## src/rtl/seg_bcd_monitor.sv

```systemverilog
// seg_bcd_monitor
//   Receive-side checker for the two-digit active-low seven-segment bus driven
//   by the BCD counter. Captures the segment word, decodes both digits, rejects
//   illegal patterns, optionally debounces the value and checks that accepted
//   values advance by +1 mod 100.
//
// Parameters
//   STABLE_CYCLES  identical legal samples needed before a value is accepted (>=1)
//   ERR_CNT_W      width of the saturating error counter
//
// Ports
//   clk        in   rising-edge clock
//   reset      in   asynchronous active-low reset
//   seg_in     in   [6:0] ones, [13:7] tens; each {g,f,e,d,c,b,a}, active-low
//   sample_en  in   capture seg_in on this edge
//   bcd_out    out  last accepted value, {tens,ones} BCD
//   bin_out    out  last accepted value in binary (0..99)
//   valid      out  1-cycle pulse, bcd_out/bin_out updated
//   code_err   out  1-cycle pulse, illegal segment pattern captured
//   seq_err    out  1-cycle pulse, accepted value broke the +1 sequence while locked
//   locked     out  high in LOCKED state
//   err_count  out  saturating count of code_err + seq_err events
module seg_bcd_monitor #(
  parameter int unsigned STABLE_CYCLES = 1,
  parameter int unsigned ERR_CNT_W     = 8
) (
  input  logic                 clk,
  input  logic                 reset,
  input  logic [13:0]          seg_in,
  input  logic                 sample_en,
  output logic [7:0]           bcd_out,
  output logic [6:0]           bin_out,
  output logic                 valid,
  output logic                 code_err,
  output logic                 seq_err,
  output logic                 locked,
  output logic [ERR_CNT_W-1:0] err_count
);

  localparam int unsigned CNT_W = $clog2(STABLE_CYCLES + 1);
  typedef logic [CNT_W-1:0] cnt_t;
  localparam cnt_t CNT_MAX = cnt_t'(STABLE_CYCLES);

  typedef enum logic [1:0] {
    UNLOCKED = 2'd0,
    ACQ      = 2'd1,
    LOCKED   = 2'd2
  } state_t;

  // Returns {legal, digit}.
  function automatic logic [4:0] dec_digit(input logic [6:0] s);
    logic [4:0] r;
    case (s)
      7'b1000000: r = {1'b1, 4'd0};
      7'b1111001: r = {1'b1, 4'd1};
      7'b0100100: r = {1'b1, 4'd2};
      7'b0110000: r = {1'b1, 4'd3};
      7'b0011001: r = {1'b1, 4'd4};
      7'b0010010: r = {1'b1, 4'd5};
      7'b0000010: r = {1'b1, 4'd6};
      7'b1111000: r = {1'b1, 4'd7};
      7'b0000000: r = {1'b1, 4'd8};
      7'b0010000: r = {1'b1, 4'd9};
      default:    r = {1'b0, 4'd0};
    endcase
    return r;
  endfunction

  // Stage 1 capture
  logic [13:0] seg_q;
  logic        samp_q;

  // Stage 2 state
  state_t               state_q, state_d;
  cnt_t                 cnt_q, cnt_d;
  logic [7:0]           prev_q, prev_d;
  logic [6:0]           ref_q, ref_d;
  logic [7:0]           bcd_q, bcd_d;
  logic [6:0]           bin_q, bin_d;
  logic                 valid_q, valid_d;
  logic                 cerr_q, cerr_d;
  logic                 serr_q, serr_d;
  logic [ERR_CNT_W-1:0] err_q, err_d;

  logic [4:0] ones_dec, tens_dec;
  logic       legal;
  logic [7:0] smp_bcd;
  logic [6:0] smp_bin;
  logic [6:0] ref_inc;
  logic       accept;
  logic       err_inc;

  always_comb begin
    ones_dec = dec_digit(seg_q[6:0]);
    tens_dec = dec_digit(seg_q[13:7]);
    legal    = ones_dec[4] & tens_dec[4];
    smp_bcd  = {tens_dec[3:0], ones_dec[3:0]};
    // tens*10 = tens*8 + tens*2
    smp_bin  = ({3'b000, tens_dec[3:0]} << 3) + ({3'b000, tens_dec[3:0]} << 1)
             + {3'b000, ones_dec[3:0]};
    ref_inc  = (ref_q == 7'd99) ? 7'd0 : ref_q + 7'd1;
  end

  always_comb begin
    state_d = state_q;
    cnt_d   = cnt_q;
    prev_d  = prev_q;
    ref_d   = ref_q;
    bcd_d   = bcd_q;
    bin_d   = bin_q;
    valid_d = 1'b0;
    cerr_d  = 1'b0;
    serr_d  = 1'b0;
    err_inc = 1'b0;
    accept  = 1'b0;

    if (samp_q) begin
      if (!legal) begin
        cerr_d  = 1'b1;
        err_inc = 1'b1;
        state_d = UNLOCKED;
        cnt_d   = '0;
      end else begin
        prev_d = smp_bcd;
        if (smp_bcd == prev_q)
          cnt_d = (cnt_q == CNT_MAX) ? cnt_q : cnt_q + cnt_t'(1);
        else
          cnt_d = cnt_t'(1);
        // A value is accepted once when the count first reaches the threshold;
        // with a threshold of one every legal sample (even a repeat) counts.
        accept = (STABLE_CYCLES == 1) || ((cnt_d == CNT_MAX) && (cnt_q != CNT_MAX));
        if (accept) begin
          valid_d = 1'b1;
          bcd_d   = smp_bcd;
          bin_d   = smp_bin;
          ref_d   = smp_bin;
          case (state_q)
            UNLOCKED: state_d = ACQ;
            ACQ:      if (smp_bin == ref_inc) state_d = LOCKED;
            LOCKED: begin
              if (smp_bin != ref_inc) begin
                serr_d  = 1'b1;
                err_inc = 1'b1;
                state_d = ACQ;
              end
            end
            default:  state_d = UNLOCKED;
          endcase
        end
      end
    end

    err_d = err_q;
    if (err_inc && (err_q != '1))
      err_d = err_q + {{(ERR_CNT_W-1){1'b0}}, 1'b1};
  end

  always_ff @(posedge clk or negedge reset) begin
    if (!reset) begin
      seg_q   <= '0;
      samp_q  <= 1'b0;
      state_q <= UNLOCKED;
      cnt_q   <= '0;
      prev_q  <= '0;
      ref_q   <= '0;
      bcd_q   <= '0;
      bin_q   <= '0;
      valid_q <= 1'b0;
      cerr_q  <= 1'b0;
      serr_q  <= 1'b0;
      err_q   <= '0;
    end else begin
      if (sample_en) seg_q <= seg_in;
      samp_q  <= sample_en;
      state_q <= state_d;
      cnt_q   <= cnt_d;
      prev_q  <= prev_d;
      ref_q   <= ref_d;
      bcd_q   <= bcd_d;
      bin_q   <= bin_d;
      valid_q <= valid_d;
      cerr_q  <= cerr_d;
      serr_q  <= serr_d;
      err_q   <= err_d;
    end
  end

  assign bcd_out   = bcd_q;
  assign bin_out   = bin_q;
  assign valid     = valid_q;
  assign code_err  = cerr_q;
  assign seq_err   = serr_q;
  assign locked    = (state_q == LOCKED);
  assign err_count = err_q;

endmodule
```

## config.mk

```make
export PLATFORM = sky130hd
export DESIGN_NAME = seg_bcd_monitor
export DESIGN_NICKNAME = d
export VERILOG_FILES = /design/src/rtl/seg_bcd_monitor.sv
export SDC_FILE = /design/constraint.sdc
export NUM_CORES = 1
export LEC_CHECK = 0
export BUFFER_PORTS_ARGS = -buffer_cell sky130_fd_sc_hd__buf_2
export CORE_ASPECT_RATIO = 0.9
export CORE_MARGIN = 5
export CORE_UTILIZATION = 30
export CTS_CLUSTER_SIZE = 25
export DETAILED_ROUTE_END_ITERATION = 7
export PLACE_DENSITY = 0.61
export REMOVE_ABC_BUFFERS = 1
export SLEW_MARGIN = 10
export SYNTH_ARGS = -nofsm -noshare
export SYNTH_HDL_FRONTEND = slang
export SYNTH_SLANG_ARGS = --single-unit
export TNS_END_PERCENT = 30
```

## constraint.sdc

```tcl
create_clock -name clk -period 4 [get_ports clk]
set_clock_uncertainty 0.1 [all_clocks]
set_input_delay 0.8 -clock clk [delete_from_list [all_inputs] [get_ports clk]]
set_output_delay 0.8 -clock clk [all_outputs]
set_load 0.05 [all_outputs]
```

==> results.json <==
{
  "min_period_ns": 3.81,
  "async_flop_share_pct": 100,
  "dieArea_um2": 10400,
  "area_delta_synth_final_pct": 22.0,
  "rr_worst_depth": 16,
  "grt_overflow": 0,
  "switching_share_pct": 37.1,
  "fp.dieW_um": 107,
  "wl_per_cell_um": 14.4,
  "yosys.area_share.xor_xnor_pct": 6.55,
  "clkSlewWorstSetupHoldPaths_ns": 0.08,
  "clk_latency_ns": 0.29,
  "syn_area_per_cell_um2": 9.89,
  "first_iter_violations": 42,
  "die_h_um": 97.3,
  "io_buffers": 43,
  "seqPwrFrac_pct": 43.3,
  "core_area_um2": 8150,
  "rows": 31,
  "syn-cell-area_um2": 2540,
  "post-route-drc-count": 0,
  "cts_sinks": 42,
  "rrSetupSlack_ns": 0.19,
  "cts_tree": "done",
  "post-route-period-util_pct": 95.2,
  "htreeDepth": 2,
  "drv_slew": 0,
  "leakagePower_nw": 1.42,
  "power.internal_uw": 802,
  "yosys.area_share.adder_pct": 6.40,
  "final_area_um2": 3100,
  "synthMuxAreaShare_pct": 9.35,
  "antenna_found_initial": 0,
  "synth_ff_type": "dfrtp_1",
  "holdPathStages": 2,
  "layoutNonFillerInstCount": 404,
  "p_per_area_nw_per_um2": 412,
  "hold_violations": 0,
  "clock_path_buffers": 2,
  "initial_utilization_pct": 31.2,
  "fmax_mhz": 263,
  "path_class": "reg -> reg",
  "cts_buffers": 5,
  "hold_end": "bcd_out[1]",
  "vias_per_cell": 4.97,
  "grt_pass1_vias": 1984,
  "synth_compound_area_share_pct": 12.5,
  "cp-start-kind": "register",
  "placedInstanceArea_um2": 2880,
  "synth-simple-area-share_pct": 19.4,
  "relSlewSlack_pct": 36.6,
  "ctsHoldBuffers": 0,
  "clock-root-buffer": "clkbuf_8",
  "cp_max_fo": 7,
  "synth_top_family_by_area": "simple AND/OR/NAND/NOR gates",
  "io_pins": 44,
  "first_pass_iters": 4,
  "dp.cells": 394,
  "grt_max_degree": 43,
  "finalPower_mw": 1.28,
  "yosysUniqueCellTypes": 56,
  "r2r-end": "err_count[2]",
  "hp-class": "reg -> reg",
  "fill_cells": 830,
  "ant_nets": 0,
  "tns_ns": 0,
  "drive_gt1_share_pct": 34.8,
  "pwr-share-clk_pct": 26.1,
  "gp_congestion": 0.803,
  "hp-start": "bcd_out[1]",
  "finalSetupViolations": 0,
  "synth_edf_count": 0,
  "r2r_start": "seg_q[5]",
  "p_switching_uw": 473,
  "critPathArrivalTime_ns": 3.90,
  "pre_cts_slack_ns": 0.0940,
  "dp_hpwl_um": 4350,
  "dr_total_vias": 2009,
  "maxCapViolCount": 0,
  "critPathRequiredTime_ns": 4.09,
  "worst_slew_pin_slew_ns": 0.951,
  "ys_seq_elements": 42,
  "syn_inst": 257,
  "diodes": 0,
  "cp-end-kind": "register",
  "synth_warnings": 0,
  "finalNetCount": 332,
  "final_core_util_pct": 38.0,
  "wl_um": 5810,
  "status": "complete, no violations",
  "combPwrFrac_pct": 30.6,
  "final.setup.worst_slack_ns": 0.192,
  "whs_ns": 0.371,
  "grt_pass1_wl_um": 9630,
  "yosysSeqAreaShare_pct": 41.4,
  "track_usage_pct": 11.2,
  "ir_drop_mv": 0.163
}
## routing by layer
layer / up-vias / track usage (%) / share of wire (%)
li1: 1010 / - / -
met1: 956 / 15.6 / 49
met2: 35 / 17.5 / 46
met3: 8 / 3.12 / 4.8
met4: 0 / 1.77 / 0.76
met5: - / 0 / 0
## cells by family after synthesis
logic type,Yosys count
fa+ha+maj,12
compound gates,46
flops,42
buf+inv,25
mux,21
simple gates,92
xor+xnor,19
## cells in the mapped netlist, types with 3 or more instances
library cell  number  share of area (%)
dfrtp_1           42                 41
nand2_1           27                4.0
mux2_2            18                8.0
nor2_1            14                2.1
xnor2_1           13                4.5
o21ai_0           12                2.4
a21oi_1           10                2.0
inv_1             10                1.5
clkbuf_1           9                1.3
ha_1               9                4.4
nand3_1            8                1.6
and3_1             6                1.5
nor2b_1            6                1.5
xor2_1             6                2.1
nor3_1             5               0.98
nor4_1             5                1.2
nand4_1            4               0.98
and2_1             3               0.74
buf_2              3               0.59
o211ai_1           3               0.89
## flip-flops by register name, indices dropped and copies added, names as in the netlist
name and count:
seg_q 14, bcd_out 8, err_count 8, bin_out 6, state_q 2, code_err 1
samp_q 1, seq_err 1, valid 1
## cell type report
type	instances	area (um^2)	area share (%)
clock buffer	5	68.8	2.22
clock inverter	3	40.0	1.29
inverter	10	37.5	1.21
multi-input combinational	190	1460	47.2
sequential	42	1060	34.1
tap	99	124	4.00
timing repair buffer	55	309	9.97
## how the worst max path moves through the flow
stage	start	end	slack, ns	depth (start not counted)
2_1_floorplan	seg_q[13]	err_count[1]	0.19	13
3_3_place_gp	seg_q[7]	err_count[2]	0.16	13
3_5_place_dp	seg_q[7]	state_q[0]	0.09	12
4_1_cts	seg_q[12]	state_q[0]	0.08	12
5_1_grt	seg_q[5]	err_count[2]	-0.006	17
6_report	seg_q[5]	err_count[2]	0.19	16
## repair_timing
item,in CTS,in global routing
buffers inserted,0,2
endpoints found under the setup margin,0,9
resized for setup,0,23
## power by group through the flow
| stage | registers, mW | logic (mW) | clock network [mW] |
|---|---|---|---|
| 2_1_floorplan | 0.683 | 0.135 | 0 |
| 3_3_place_gp | 0.552 | 0.375 | 0 |
| 3_5_place_dp | 0.556 | 0.378 | 0 |
| 4_1_cts | 0.547 | 0.380 | 0.341 |
| 5_1_grt | 0.562 | 0.423 | 0.356 |
| 6_report | 0.552 | 0.390 | 0.333 |
## worst max-delay path, stage by stage, from the launching register on
cell and delay (ns):
dfrtp_2 0.46, nor4_4 0.27, a22oi_2 0.13, nor2_1 0.12
a31oi_1 0.04, o21ai_1 0.20, ha_2 0.22, ha_4 0.13
inv_1 0.05, fa_1 0.60, nand2_1 0.07, or4b_4 0.49
o311ai_4 0.11, a41oi_2 0.17, buf_6 0.17, o211a_1 0.22
xor2_1 0.14
## cell usage in the layout, fill, tap and decap left out, types with 8 or more instances in the layout
| cell | instances |
|---|---|
| buf_2 | 43 |
| nand2_1 | 27 |
| xnor2_1 | 13 |
| inv_1 | 10 |
| dfrtp_1 | 37 |
| nor2_1 | 14 |
| a21oi_1 | 9 |
| buf_4 | 11 |
| o21ai_0 | 11 |
| mux2_2 | 18 |
| nand3_1 | 8 |
No activity file was read; power rests on OpenSTA's default activity.
